<file path="src/rtl/random_pkg.sv">
// rtl/random_pkg.sv - shared types and defaults for the random sample reader
package random_pkg;

  localparam int NBITS_DEFAULT = 8;

  typedef enum logic [2:0] {
    ST_IDLE,
    ST_START,
    ST_COLLECT,
    ST_STOP,
    ST_DRAIN
  } state_t;

  // One queued sample at the default word width: engine word plus end-of-request tag.
  typedef struct packed {
    logic [NBITS_DEFAULT-1:0] data;
    logic                     last;
  } entry_t;

endpackage

</file>
<file path="src/rtl/sample_queue.sv">
// rtl/sample_queue.sv - small power-of-two FIFO holding tagged samples
module sample_queue #(
  parameter int WIDTH = 9,
  parameter int DEPTH = 4
) (
  input  logic                     clk,
  input  logic                     rst,
  input  logic                     push,
  input  logic [WIDTH-1:0]         push_data,
  input  logic                     pop,
  output logic [WIDTH-1:0]         head,
  output logic                     full,
  output logic                     empty,
  output logic [$clog2(DEPTH):0]   count
);

  localparam int AW = $clog2(DEPTH);
  localparam logic [AW:0] FULL_CNT = (AW+1)'(DEPTH);

  logic [WIDTH-1:0] mem [DEPTH];
  logic [AW-1:0]    wr_ptr;
  logic [AW-1:0]    rd_ptr;
  logic [AW:0]      cnt;
  logic             do_push;
  logic             do_pop;

  // A full queue refuses the push even when a pop frees a slot in the same cycle.
  assign do_push = push && !full;
  assign do_pop  = pop && !empty;

  assign full  = (cnt == FULL_CNT);
  assign empty = (cnt == '0);
  assign count = cnt;
  assign head  = mem[rd_ptr];

  // Pointers wrap naturally because DEPTH is a power of two.
  always_ff @(posedge clk or negedge rst) begin
    if (!rst) begin
      wr_ptr <= '0;
      rd_ptr <= '0;
      cnt    <= '0;
    end else begin
      if (do_push) wr_ptr <= wr_ptr + AW'(1);
      if (do_pop)  rd_ptr <= rd_ptr + AW'(1);
      cnt <= cnt + (AW+1)'(do_push) - (AW+1)'(do_pop);
    end
  end

  // Storage needs no reset; the consumer only looks at it when the queue is non-empty.
  always_ff @(posedge clk) begin
    if (do_push) mem[wr_ptr] <= push_data;
  end

endmodule

</file>
<file path="src/rtl/random_sample_reader.sv">
// rtl/random_sample_reader.sv - collects N engine words and streams them downstream
module random_sample_reader
  import random_pkg::*;
#(
  parameter int NBITS = NBITS_DEFAULT,
  parameter int DEPTH = 4,
  parameter int CBITS = 8
) (
  input  logic             clk,
  input  logic             rst,
  input  logic             req_val,
  output logic             req_rdy,
  input  logic [CBITS-1:0] req_count,
  output logic             eng_start,
  output logic             eng_stop,
  input  logic             eng_active,
  input  logic [NBITS-1:0] eng_out,
  output logic             out_val,
  input  logic             out_rdy,
  output logic [NBITS-1:0] out_data,
  output logic             out_last,
  output logic             busy
);

  state_t                  state_q;
  state_t                  state_d;
  logic [CBITS-1:0]        rem_q;
  logic [CBITS-1:0]        rem_d;
  logic                    push;
  logic                    push_last;
  logic                    q_full;
  logic                    q_empty;
  logic [$clog2(DEPTH):0]  q_count;
  logic [NBITS:0]          head_entry;

  sample_queue #(
    .WIDTH (NBITS + 1),
    .DEPTH (DEPTH)
  ) u_queue (
    .clk       (clk),
    .rst       (rst),
    .push      (push),
    .push_data ({eng_out, push_last}),
    .pop       (out_val && out_rdy),
    .head      (head_entry),
    .full      (q_full),
    .empty     (q_empty),
    .count     (q_count)
  );

  // State and remaining-sample counter.
  always_ff @(posedge clk or negedge rst) begin
    if (!rst) begin
      state_q <= ST_IDLE;
      rem_q   <= '0;
    end else begin
      state_q <= state_d;
      rem_q   <= rem_d;
    end
  end

  // Next state plus Moore control outputs; the push strobe follows the engine while collecting.
  always_comb begin
    state_d   = state_q;
    rem_d     = rem_q;
    req_rdy   = 1'b0;
    eng_start = 1'b0;
    eng_stop  = 1'b0;
    push      = 1'b0;
    push_last = 1'b0;
    case (state_q)
      ST_IDLE: begin
        req_rdy = 1'b1;
        // A zero-count request is accepted but does nothing.
        if (req_val && (req_count != '0)) begin
          rem_d   = req_count;
          state_d = ST_START;
        end
      end
      ST_START: begin
        eng_start = 1'b1;
        state_d   = ST_COLLECT;
      end
      ST_COLLECT: begin
        // Words arriving while the queue is full are dropped; the engine keeps running.
        if (eng_active && !q_full) begin
          push  = 1'b1;
          rem_d = rem_q - CBITS'(1);
          if (rem_q == CBITS'(1)) begin
            push_last = 1'b1;
            state_d   = ST_STOP;
          end
        end
      end
      ST_STOP: begin
        eng_stop = 1'b1;
        state_d  = ST_DRAIN;
      end
      ST_DRAIN: begin
        if (q_count == '0) state_d = ST_IDLE;
      end
      default: state_d = ST_IDLE;
    endcase
  end

  // Head fields are masked so stale storage never leaks out of an empty queue.
  assign out_val  = !q_empty;
  assign out_data = out_val ? head_entry[NBITS:1] : '0;
  assign out_last = out_val && head_entry[0];
  assign busy     = (state_q != ST_IDLE);

endmodule

</file>
<file path="config.mk">
export PLATFORM = sky130hd
export DESIGN_NAME = random_sample_reader
export DESIGN_NICKNAME = d
export VERILOG_FILES = /design/src/rtl/random_pkg.sv /design/src/rtl/sample_queue.sv /design/src/rtl/random_sample_reader.sv
export SDC_FILE = /design/constraint.sdc
export NUM_CORES = 1
export LEC_CHECK = 0
export CAP_MARGIN = 20
export CORE_MARGIN = 3
export CORE_UTILIZATION = 49
export CTS_CLUSTER_SIZE = 20
export DETAILED_ROUTE_END_ITERATION = 16
export PLACE_DENSITY = 0.86
export SKIP_LAST_GASP = 1
export SLEW_MARGIN = 15
export SYNTH_ARGS = -nofsm -noshare
export SYNTH_HDL_FRONTEND = slang
export SYNTH_SLANG_ARGS = --single-unit
</file>
<file path="constraint.sdc">
create_clock -name clk -period 2.3 [get_ports clk]
set_clock_uncertainty 0.05 [all_clocks]
set_input_delay 0.69 -clock clk [delete_from_list [all_inputs] [get_ports clk]]
set_output_delay 0.69 -clock clk [all_outputs]
set_load 0.01 [all_outputs]
</file>
==> impl_results.md, run 1 <==
* Drt pass-1 iters at 4
* Wire per inst at 15.7 µm
* Post-synth net total at 203
* Port bufs at 34
* Sequential fraction of the synthesis area at 0.618
* DP HPWL at 3550 µm
* H-tree depth at 2
* Rows at 25
* Root Driver: clkbuf_8
* Synth Area in XOR/XNOR at 0.0177
* First-pass GRT wire length at 8120 µm
* Die W at 77.1 µm
* Slew Limit Fails at 0
* Gr usage total at 0.178
* Gp weighted congestion at 0.828
* Pin count of the biggest net entering global routing at 19
* Min Tclk post-route at 2.41 ns
* Synth warn at 0
* Clock transition at path regs at 0.10 ns
* Final #Nets at 269
* RSZ-0062 raised after global routing: yes
* Residual DRC at 0
* Setup_tns at -0.685 ns
* Iteration-0 DRC Markers at 111
* Number of global-route vias before repair at 1618
* R2r setup slk at 0.09 ns
* Placed standard-cell area at 3080 µm²
* Hold depth at 1
* WHS at 0.489 ns
* Fin area at 3190 µm²
* CTS buffer count at 5
* Failing checks: setup timing
* Fin crit share at 1.05
* Slew at the pin closest to its max-slew limit at 0.475 ns
* Tightest Hold Check Type: flop to flop
* Final worst setup slack at -0.110 ns
* DIE AREA at 5940 µm²
* R2R cell count at 9
* Status: finished, violations left
* GRT overflow at 0
* Crit Reg-Reg Endpoint: u_queue.count[2]$_DFF_PN0_
* WL final at 4800 µm
* CTS tree: done
* Post-Synthesis Cells at 173
* F_max at 415 MHz
* Layout area overhead at 28.8%
* Hold Vio Cnt, Final at 0
* Vias/cell at 5.28
* Compound-Gate Fraction of Synth Area at 0.0834
* CTS Buffer Depth at 2
* Initial antenna violation count at 0
* Worst relative slew slack at 0.680
* Mux cell area share after synthesis at 0.0879
* Max-Cap Viols at 0
* Critical path class: flop to output port
* Num ports at 35
* Worst hold start: rem_q[7]$_DFFE_PN0P_
* Share of cells above drive strength 1 at 0.297
* Starting Density at 0.514
* Hold Path End: rem_q[7]$_DFFE_PN0P_
* Leak at 1.28 nW
* Antenna Nets Post-Route at 0
* CP Launch Type: flop
* Post-Synth Adder-Cell Area at 0.0485
* Mean Syn Cell Area at 14.3 µm²
* Worst r2r src: u_queue.count[2]$_DFF_PN0_
* Worst VDD drop at 0.000518 V
* CP Data Required Time at 1.56 ns
* # hold bufs at CTS at 0
* Clock Latency Late Sink at 0.31 ns
* Number of diodes at 0
* Die Ht at 77.1 µm
* Finish-stage setup viols at 9
* Via count at 1617
* Post-synthesis cell area at 2480 µm²
* Sinks on Clock Net at 54
* Largest family of logic cells by synthesized area: simple AND/OR/NAND/NOR gates
* CP arrival at 1.67 ns
* Nature of the critical path endpoint: output port
* Synth Area in Simple Gates at 0.114
* PwrDens at 1190 nW/µm²
* Total core area at 4820 µm²
* CP max FO at 3
* Final Util at 0.662
* Synth cell types at 39
* Synth Register Bits at 54
==> Yosys cell counts <==
cell type | instances | area share
nor4b_1 | 1 | 0.0035
nor2b_1 | 1 | 0.0025
o2bb2a_1 | 2 | 0.0081
o211ai_4 | 1 | 0.0086
o22ai_1 | 1 | 0.0025
nand2_1 | 3 | 0.0045
inv_2 | 1 | 0.0015
and2_1 | 16 | 0.040
xnor2_1 | 4 | 0.014
nor4_1 | 1 | 0.0025
a31oi_1 | 3 | 0.0076
o311a_1 | 1 | 0.0040
buf_4 | 1 | 0.0030
or4_4 | 2 | 0.0091
o22a_1 | 3 | 0.011
fa_1 | 1 | 0.0081
or3_1 | 2 | 0.0051
o21ai_0 | 6 | 0.012
inv_1 | 10 | 0.015
mux2_4 | 1 | 0.0061
nand2b_1 | 1 | 0.0025
dfrtp_1 | 18 | 0.18
xor2_1 | 1 | 0.0035
nand4_1 | 1 | 0.0025
and3b_1 | 1 | 0.0035
nand3_1 | 3 | 0.0061
a31o_2 | 1 | 0.0035
a22oi_1 | 2 | 0.0061
clkbuf_1 | 4 | 0.0061
buf_2 | 2 | 0.0040
edfxtp_1 | 36 | 0.44
a21oi_1 | 10 | 0.020
ha_1 | 8 | 0.040
nor2_1 | 8 | 0.012
nand2_2 | 1 | 0.0025
or3b_2 | 2 | 0.0071
mux4_2 | 9 | 0.082
nor3_1 | 2 | 0.0040
nor3b_1 | 2 | 0.0061
==> area by class of cell <==
type                    count  area (µm²)
inverters                  11        41.3
flip-flops and latches     54        1530
multi-input cells         101         890
well taps                  67        83.8
clock inverters             2        13.8
fillers                   352        1630
clock buffers               5        68.8
repair buffers             66         559
==> placed cells by master (no fill, tap or decap), drive strengths merged, types with 3 or more instances in the layout <==
cell / synthesis / layout
nand2: 4 / 4
clkdlybuf4s50: 0 / 20
a31oi: 3 / 3
inv: 11 / 12
a21oi: 10 / 10
o21ai: 6 / 6
xnor2: 4 / 4
edfxtp: 36 / 36
buf: 3 / 41
ha: 8 / 8
dlygate4sd2: 0 / 5
clkbuf: 4 / 5
mux4: 9 / 9
o22a: 3 / 3
nand3: 3 / 3
and2: 16 / 16
nor2: 8 / 8
dfrtp: 18 / 18
==> sequential cells by signal, indices dropped and copies added, names as in the netlist <==
register        flops
u_queue.wr_ptr      2
u_queue.count       3
state_q             3
rem_q               8
u_queue.mem        36
u_queue.rd_ptr      2
==> worst max-delay path, cell delays in order, from the launching register on <==
cell and delay (ns):
dfrtp_1 0.39, buf_6 0.12, buf_4 0.10, mux4_2 0.47, and2_1 0.16, buf_2 0.13
==> worst max-delay path by stage <==
stage                     depth (start not counted)  slack (ns)                          to                           from
after global placement                            9       -0.21  u_queue.count[2]$_DFF_PN0_                        out_rdy
after detailed placement                          5       -0.26        rem_q[4]$_DFFE_PN0P_                   req_count[2]
final                                             5       -0.11                 out_data[7]  u_queue.rd_ptr[0]$_DFFE_PN0P_
after floorplan                                   9        0.07  u_queue.count[2]$_DFF_PN0_     u_queue.count[2]$_DFF_PN0_
after CTS                                         5       -0.12                 out_data[2]  u_queue.rd_ptr[0]$_DFFE_PN0P_
after global routing                              5       -0.18                 out_data[2]  u_queue.rd_ptr[0]$_DFFE_PN0P_
==> cell families after synthesis <==
group / Yosys count
xor gates and xnor gates: 5
DFF: 54
adders and majority gates: 9
AOI/OAI and AO/OA: 30
muxes: 10
buffers and inverters: 18
and+or+nand+nor: 47
==> layer usage <==
metal | up-vias | part of all wire | global-route usage
met2 | 35 | 0.53 | 0.302
met3 | 8 | 0.032 | 0.0376
met4 | 0 | 0.020 | 0.0765
met5 | - | 0 | 0
li1 | 774 | - | -
met1 | 800 | 0.42 | 0.219
==> what timing repair did <==
item,in CTS,in global routing
resized for setup,46,4
endpoints found under the setup margin,14,12
setup buffers,3,1
pin swaps,8,2
hold endpoints to repair,0,0
==> through the flow <==
| step | total power, mW | std cells | worst slack (ns) |
|---|---|---|---|
| finish | 3.81 | 306 | -0.110 |
| detailed placement | 3.29 | 295 | -0.261 |
| CTS | 3.79 | 305 | -0.122 |
| global route | 4.07 | 306 | -0.177 |
| floorplan | 2.49 | 173 | 0.0735 |
| global placement | 3.22 | 295 | -0.211 |
==> power breakdown <==
part	switching (mW)	internal (mW)	total (mW)
clock network	0.303	0.211	0.514
logic	0.850	1.02	1.87
registers	0.162	1.26	1.42
total	1.32	2.49	3.81
No activity file was read; power rests on OpenSTA's default activity.
==> run 2: changes to the inputs <==
--- a/config.mk
+++ b/config.mk
@@ -10,7 +10,7 @@
 export CORE_UTILIZATION = 49
 export CTS_CLUSTER_SIZE = 20
 export DETAILED_ROUTE_END_ITERATION = 16
-export PLACE_DENSITY = 0.86
+export PLACE_DENSITY = 0.76
 export SKIP_LAST_GASP = 1
 export SLEW_MARGIN = 15
 export SYNTH_ARGS = -nofsm -noshare
==> constraint.sdc (replaced) <==
create_clock -name clk -period 2.3 [get_ports clk]
set_clock_uncertainty 0.05 [all_clocks]
set_input_delay 0.46 -clock clk [delete_from_list [all_inputs] [get_ports clk]]
set_output_delay 0.46 -clock clk [all_outputs]
set_load 0.01 [all_outputs]
==> run 2 against run 1 <==
The run now ends clean. First-iteration DRC count decreased by 3.6%. Critical path depth unchanged. Utilization decreased by 1.0 points. Count of clock-buffer cells in the layout unchanged. Combinational power decreased by 4%. Final cell count decreased by 4.2%. Routed wire length increased by 5.1%.
==> impl_results.md, run 2 (same netlist as run 1, synthesis figures left out) <==
* Total core area at 4820 µm² (unchanged)
* Final #Nets at 255 (-5.2%)
* Wire per inst at 17.2 µm (+9.7%)
* Final Util at 0.651 (-0.0104)
* Most common cell after layout, fill and taps aside: edfxtp_1
* R2r setup slk at 0.09 ns (about the same)
* Layout area overhead at 26.7%
* CTS Buffer Depth at 2 (unchanged)
* Dpl cells at 279 (-5.4%)
* Leak at 1.20 nW (-5.6%)
* CP Launch Type: flop
* R2R cell count at 9 (unchanged)
* CP max FO at 5 (+2)
* PwrDens at 1220 nW/µm² (+1.9%)
* Clock Latency Late Sink at 0.31 ns (about the same)
* Fillers at 372 (+5.7%)
* Gp weighted congestion at 0.937 (+13%)
* Antenna Nets Post-Route at 0 (unchanged)
* Post-Layout Cell Count at 293 (-4.2%)
* Fin crit share at 0.993 (-0.0546)
* Die Ht at 77.1 µm (unchanged)
* Critical path class: flop to output port
* GRT overflow at 0 (unchanged)
* Die W at 77.1 µm (unchanged)
* Num ports at 35 (unchanged)
* Number of diodes at 0 (unchanged)
* Root Driver: clkbuf_8
* Crit Reg-Reg Endpoint: u_queue.count[2]$_DFF_PN0_
* Max-Cap Viols at 0 (unchanged)
* Placed standard-cell area at 2970 µm² (-3.5%)
* Min Tclk post-route at 2.28 ns (-0.125 ns)
* DIE AREA at 5940 µm² (unchanged)
* Drt pass-1 iters at 5 (+1)
* Initial antenna violation count at 0 (unchanged)
* Area occupied by multi-input gates at 913 µm² (+2.7%)
* Iteration-0 DRC Markers at 107 (-3.6%)
* DP HPWL at 3610 µm (+1.8%)
* Slew at the pin closest to its max-slew limit at 0.489 ns (+0.0134 ns)
* Most flop-heavy register: u_queue.mem
* Total power at 3.82 mW (+0.29%)
* Most frequent cells in the layout: 36 x edfxtp_1, 23 x clkdlybuf4s50_1, 17 x dfrtp_1
* Worst r2r src: u_queue.count[1]$_DFF_PN0_
* FF+latch area at 1530 µm² (about the same)
* Number of global-route vias before repair at 1679 (+3.8%)
* F_max at 438 MHz (+5.5%)
* Fin area at 3140 µm² (-1.6%)
* Starting Density at 0.514 (unchanged)
* Nature of the critical path endpoint: output port
* Vias/cell at 5.54 (+4.8%)
* Pin count of the biggest net entering global routing at 19 (unchanged)
* H-tree depth at 2 (unchanged)
* Hold Vio Cnt, Final at 0 (unchanged)
* Rows at 25 (unchanged)
* Residual DRC at 0 (unchanged)
* Via count at 1622 (+0.31%)
* Port bufs at 34 (unchanged)
* CP Data Required Time at 1.79 ns (+0.23 ns)
* Max reg flops at 36 (unchanged)
* WL final at 5040 µm (+5.1%)
* Worst VDD drop at 0.000495 V (-4.6%)
* # hold bufs at CTS at 0 (unchanged)
* CP arrival at 1.77 ns (+0.10 ns)
* Clock transition at path regs at 0.10 ns (about the same)
* RSZ-0062 raised after global routing: yes
* Sinks on Clock Net at 54 (unchanged)
* Status: completed
* CTS tree: done
* Share of cells above drive strength 1 at 0.270 (-0.0272)
* First-pass GRT wire length at 8270 µm (+1.9%)
* Gr usage total at 0.182 (+0.00485)
* Worst relative slew slack at 0.671 (-0.00900)
* CTS buffer count at 5 (unchanged)
* Final worst setup slack at 0.0151 ns (+0.125 ns)
* Registers with the most flip-flops: u_queue.mem (36), rem_q (8)
* Post-Place Setup Slack at -0.0701 ns (+0.191 ns)
* Tightest Hold Check Type: input port to async pin
* WHS at 0.421 ns (-0.0679 ns)
* Slew Limit Fails at 0 (unchanged)
* Setup_tns at 0 ns (+0.685 ns)
* Finish-stage setup viols at 0 (-9)
run 2: cell types whose count changed in the layout (fill, tap and decap cells not counted), sizes merged:
cell,previous run,this run
buf,41,24
clkinvlp,0,1
dlymetal6s2s,0,1
clkbuf,5,6
dlygate4sd2,5,1
clkdlybuf4s50,20,23
clkdlybuf4s15,0,2
run 2: metal layers:
metal / up-vias / global-route usage / routed length [µm]
met2: 59 / 0.322 / 2730
li1: 744 / - / -
met1: 806 / 0.218 / 1970
met5: - / 0 / 0
met3: 13 / 0.0458 / 226
met4: 0 / 0.0587 / 116
run 2: layout make-up:
class	instances	area share
Sequential cell	54	0.488
Multi-Input combinational cell	101	0.291
Inverter	11	0.0132
Clock inverter	3	0.00638
Timing Repair Buffer	52	0.152
Clock buffer	5	0.0219
Tap cell	67	0.0267
run 2: power breakdown:
group	total [mW]	internal, mW	leakage, nW	switching [mW]
Sequential	1.49	1.26	0.537	0.225
Clock	0.529	0.215	0.0422	0.314
Combinational	1.80	0.998	0.626	0.803
Total	3.82	2.48	1.20	1.34
run 2: timing repair:
| item | 4_1_cts | 5_1_grt |
|---|---|---|
| endpoints found under the hold margin | 0 | 0 |
| setup buffers | 4 | 2 |
| setup endpoints to repair | 12 | 11 |
| pin swaps | 3 | 4 |
| gates resized for setup | 31 | 18 |
run 2: critical path, cell delays in order, from the launching register on:
cell	delay (ns)
dfrtp_1	0.42
buf_12	0.14
buf_4	0.12
mux4_2	0.49
and2_1	0.17
buf_2	0.13
run 2: worst max path at each step:
stage / startpoint / to / slack [ns] / cells past startpoint
after floorplan: u_queue.count[2]$_DFF_PN0_ / u_queue.count[2]$_DFF_PN0_ / 0.07 / 9
after global placement: out_rdy / u_queue.count[2]$_DFF_PN0_ / -0.03 / 9
after detailed placement: req_count[2] / rem_q[4]$_DFFE_PN0P_ / -0.07 / 5
after CTS: u_queue.rd_ptr[0]$_DFFE_PN0P_ / out_data[5] / -0.12 / 5
after global routing: u_queue.rd_ptr[0]$_DFFE_PN0P_ / out_data[6] / -0.04 / 5
final: u_queue.rd_ptr[0]$_DFFE_PN0P_ / out_data[7] / 0.02 / 5
==> run 3: changes to the inputs <==
--- a/config.mk
+++ b/config.mk
@@ -7,10 +7,11 @@
 export LEC_CHECK = 0
 export CAP_MARGIN = 20
 export CORE_MARGIN = 3
-export CORE_UTILIZATION = 49
+export CORE_UTILIZATION = 51
+export CTS_BUF_LIST = sky130_fd_sc_hd__clkbuf_2
 export CTS_CLUSTER_SIZE = 20
 export DETAILED_ROUTE_END_ITERATION = 16
-export PLACE_DENSITY = 0.76
+export PLACE_DENSITY = 0.78
 export SKIP_LAST_GASP = 1
 export SLEW_MARGIN = 15
 export SYNTH_ARGS = -nofsm -noshare
==> run 3 against run 2 <==
The run now ends with setup timing left. Critical endpoint is now out_data[3]. Clock power decreased by 30%. Largest power group unchanged. Register-to-register slack hardly changed. Routed wire length up 0.48%. Utilization grew 4.4 points. Via count up 2.0%. Non-clock buffer count shrank 1. Count of clock-buffer cells in the layout rose by 1. Critical path type unchanged. Sequential power barely moved. Setup slack got worse by 0.062 ns. Global-route usage up 1.0 points.
==> impl_results.md, run 3 (same netlist as run 1, synthesis figures left out) <==
* Final worst setup slack at -0.0467 ns (-0.0619 ns)
* Pin count of the biggest net entering global routing at 19 (unchanged)
* Most frequent cells in the layout: 36 x edfxtp_1, 20 x clkdlybuf4s50_1, 17 x dfrtp_1
* Leak at 1.24 nW (+3.3%)
* Finish-stage setup viols at 9 (+9)
* Wire per inst at 17.5 µm (+1.5%)
* Root Driver: clkbuf_2
* Number of diodes at 0 (unchanged)
* CTS tree: done
* Fin crit share at 1.02 (+0.0269)
* Status: finished, violations left
* DIE AREA at 5730 µm² (-3.6%)
* Gp weighted congestion at 0.820 (-13%)
* Residual DRC at 0 (unchanged)
* Registers with the most flip-flops: u_queue.mem (36), rem_q (8)
* DP HPWL at 3420 µm (-5.3%)
* H-tree depth at 2 (unchanged)
* Placed standard-cell area at 2980 µm² (+0.34%)
* Nature of the critical path endpoint: output port
* Iteration-0 DRC Markers at 109 (+1.9%)
* RSZ-0062 raised after global routing: yes
* GRT overflow at 0 (unchanged)
* CP arrival at 1.84 ns (+0.07 ns)
* Die Ht at 75.7 µm (-1.8%)
* CTS Buffer Depth at 2 (unchanged)
* Worst-path cell chain: clkbuf_16 -> mux4_2 -> and2_1 -> buf_2
* Critical Path Max Stage Delay at 0.49 ns (about the same)
* Rows at 24 (-4.0%)
* First-pass GRT wire length at 8020 µm (-3.0%)
* CP Data Required Time at 1.79 ns (about the same)
* Worst VDD drop at 0.000564 V (+14%)
* Fillers at 310 (-17%)
* Slew at the pin closest to its max-slew limit at 0.582 ns (+0.0935 ns)
* Final #Nets at 254 (-0.39%)
* PwrDens at 1220 nW/µm² (+0.37%)
* Gr usage total at 0.193 (+0.0103)
* Number of global-route vias before repair at 1676 (-0.18%)
* Starting Density at 0.546 (+0.0321)
* Most common cell after layout, fill and taps aside: edfxtp_1
* Layout area overhead at 27.4%
* CTS buffer count at 5 (unchanged)
* Num ports at 35 (unchanged)
* Antenna Nets Post-Route at 0 (unchanged)
* F_max at 426 MHz (-2.6%)
* R2r setup slk at 0.10 ns (about the same)
* Failing checks: setup timing
* Min Tclk post-route at 2.35 ns (+0.0619 ns)
* WL final at 5070 µm (+0.48%)
* WHS at 0.237 ns (-0.184 ns)
* CP max FO at 4 (-1)
* Fin area at 3150 µm² (+0.52%)
* CP Launch Type: flop
* Via count at 1655 (+2.0%)
* Sinks on Clock Net at 54 (unchanged)
* Critical path class: flop to output port
* Max reg flops at 36 (unchanged)
* Drt pass-1 iters at 5 (unchanged)
* Port bufs at 34 (unchanged)
* Clock transition at path regs at 0.28 ns (+0.18 ns)
* Highest-delay cell along the critical path: dfrtp_2
* Tightest Hold Check Type: input port to async pin
* Slew Limit Fails at 0 (unchanged)
* Final Util at 0.696 (+0.0442)
* Initial antenna violation count at 0 (unchanged)
* Vias/cell at 5.71 (+3.1%)
* Die W at 75.7 µm (-1.8%)
* Hold Vio Cnt, Final at 0 (unchanged)
* Total power at 3.85 mW (+0.89%)
* Max-Cap Viols at 0 (unchanged)
* Worst relative slew slack at 0.608 (-0.0629)
* Total core area at 4530 µm² (-5.9%)
* Clock Latency Late Sink at 0.44 ns (+0.13 ns)
* Most flop-heavy register: u_queue.mem
* Share of cells above drive strength 1 at 0.316 (+0.0456)
## run 3: final cells by class
| class | count | area, µm² | area share |
|---|---|---|---|
| Tap cell | 65 | 81.3 | 0.0258 |
| Inverter | 11 | 41.3 | 0.0131 |
| Timing Repair Buffer | 51 | 517 | 0.164 |
| Sequential cell | 54 | 1530 | 0.486 |
| Multi-Input combinational cell | 101 | 938 | 0.298 |
| Clock buffer | 6 | 30.0 | 0.00952 |
| Clock inverter | 2 | 13.8 | 0.00436 |
## run 3: worst max-delay path, delay by kind of cell, from the launching register on
| family | cells | cell delay, ns |
|---|---|---|
| AND/OR/NAND/NOR | 1 | 0.14 |
| flip-flops | 1 | 0.49 |
| multiplexers | 1 | 0.47 |
| buffers and inverters | 2 | 0.29 |
## run 3: repair_timing
item / 4_1_cts / 5_1_grt
setup buffers: 4 / 0
pin swaps: 7 / 7
endpoints found under the setup margin: 13 / 14
resized for setup: 45 / 26
gates cloned: 1 / 0
hold buffers: 0 / 0
## run 3: final timing paths
| check | cells after the start | end | from |
|---|---|---|---|
| worst max register to register | 9 | u_queue.count[2]$_DFF_PN0_ | u_queue.count[2]$_DFF_PN0_ |
| worst min-delay path | 2 | u_queue.rd_ptr[0]$_DFFE_PN0P_ | rst |
| worst min register to register | 1 | rem_q[7]$_DFFE_PN0P_ | rem_q[7]$_DFFE_PN0P_ |
| max in group asynchronous | 2 | state_q[0]$_DFFE_PN0P_ | rst |
| min in group clk | 1 | rem_q[7]$_DFFE_PN0P_ | rem_q[7]$_DFFE_PN0P_ |
| worst max-delay path | 4 | out_data[3] | u_queue.rd_ptr[0]$_DFFE_PN0P_ |
## run 3: through the flow
stage                     cells  setup slack [ns]  TNS, ns
after floorplan             173            0.0735        0
after global placement      277           -0.0166  -0.0166
after detailed placement    277           -0.0639   -0.382
after CTS                   290            -0.129   -0.814
after global routing        290            -0.127    -1.06
final                       290           -0.0467   -0.322
## run 3: power by group
part	total [mW]	switching (mW)	internal, mW
Clock	0.372	0.291	0.0804
Combinational	2.01	0.872	1.13
Sequential	1.47	0.214	1.26
Total	3.85	1.38	2.47
## run 3: metal layers
layer | global-route usage | vias up | part of all wire
met2 | 0.325 | 83 | 0.52
met5 | 0 | - | 0
met1 | 0.249 | 811 | 0.39
met4 | 0.0602 | 0 | 0.019
li1 | - | 746 | -
met3 | 0.0449 | 15 | 0.073
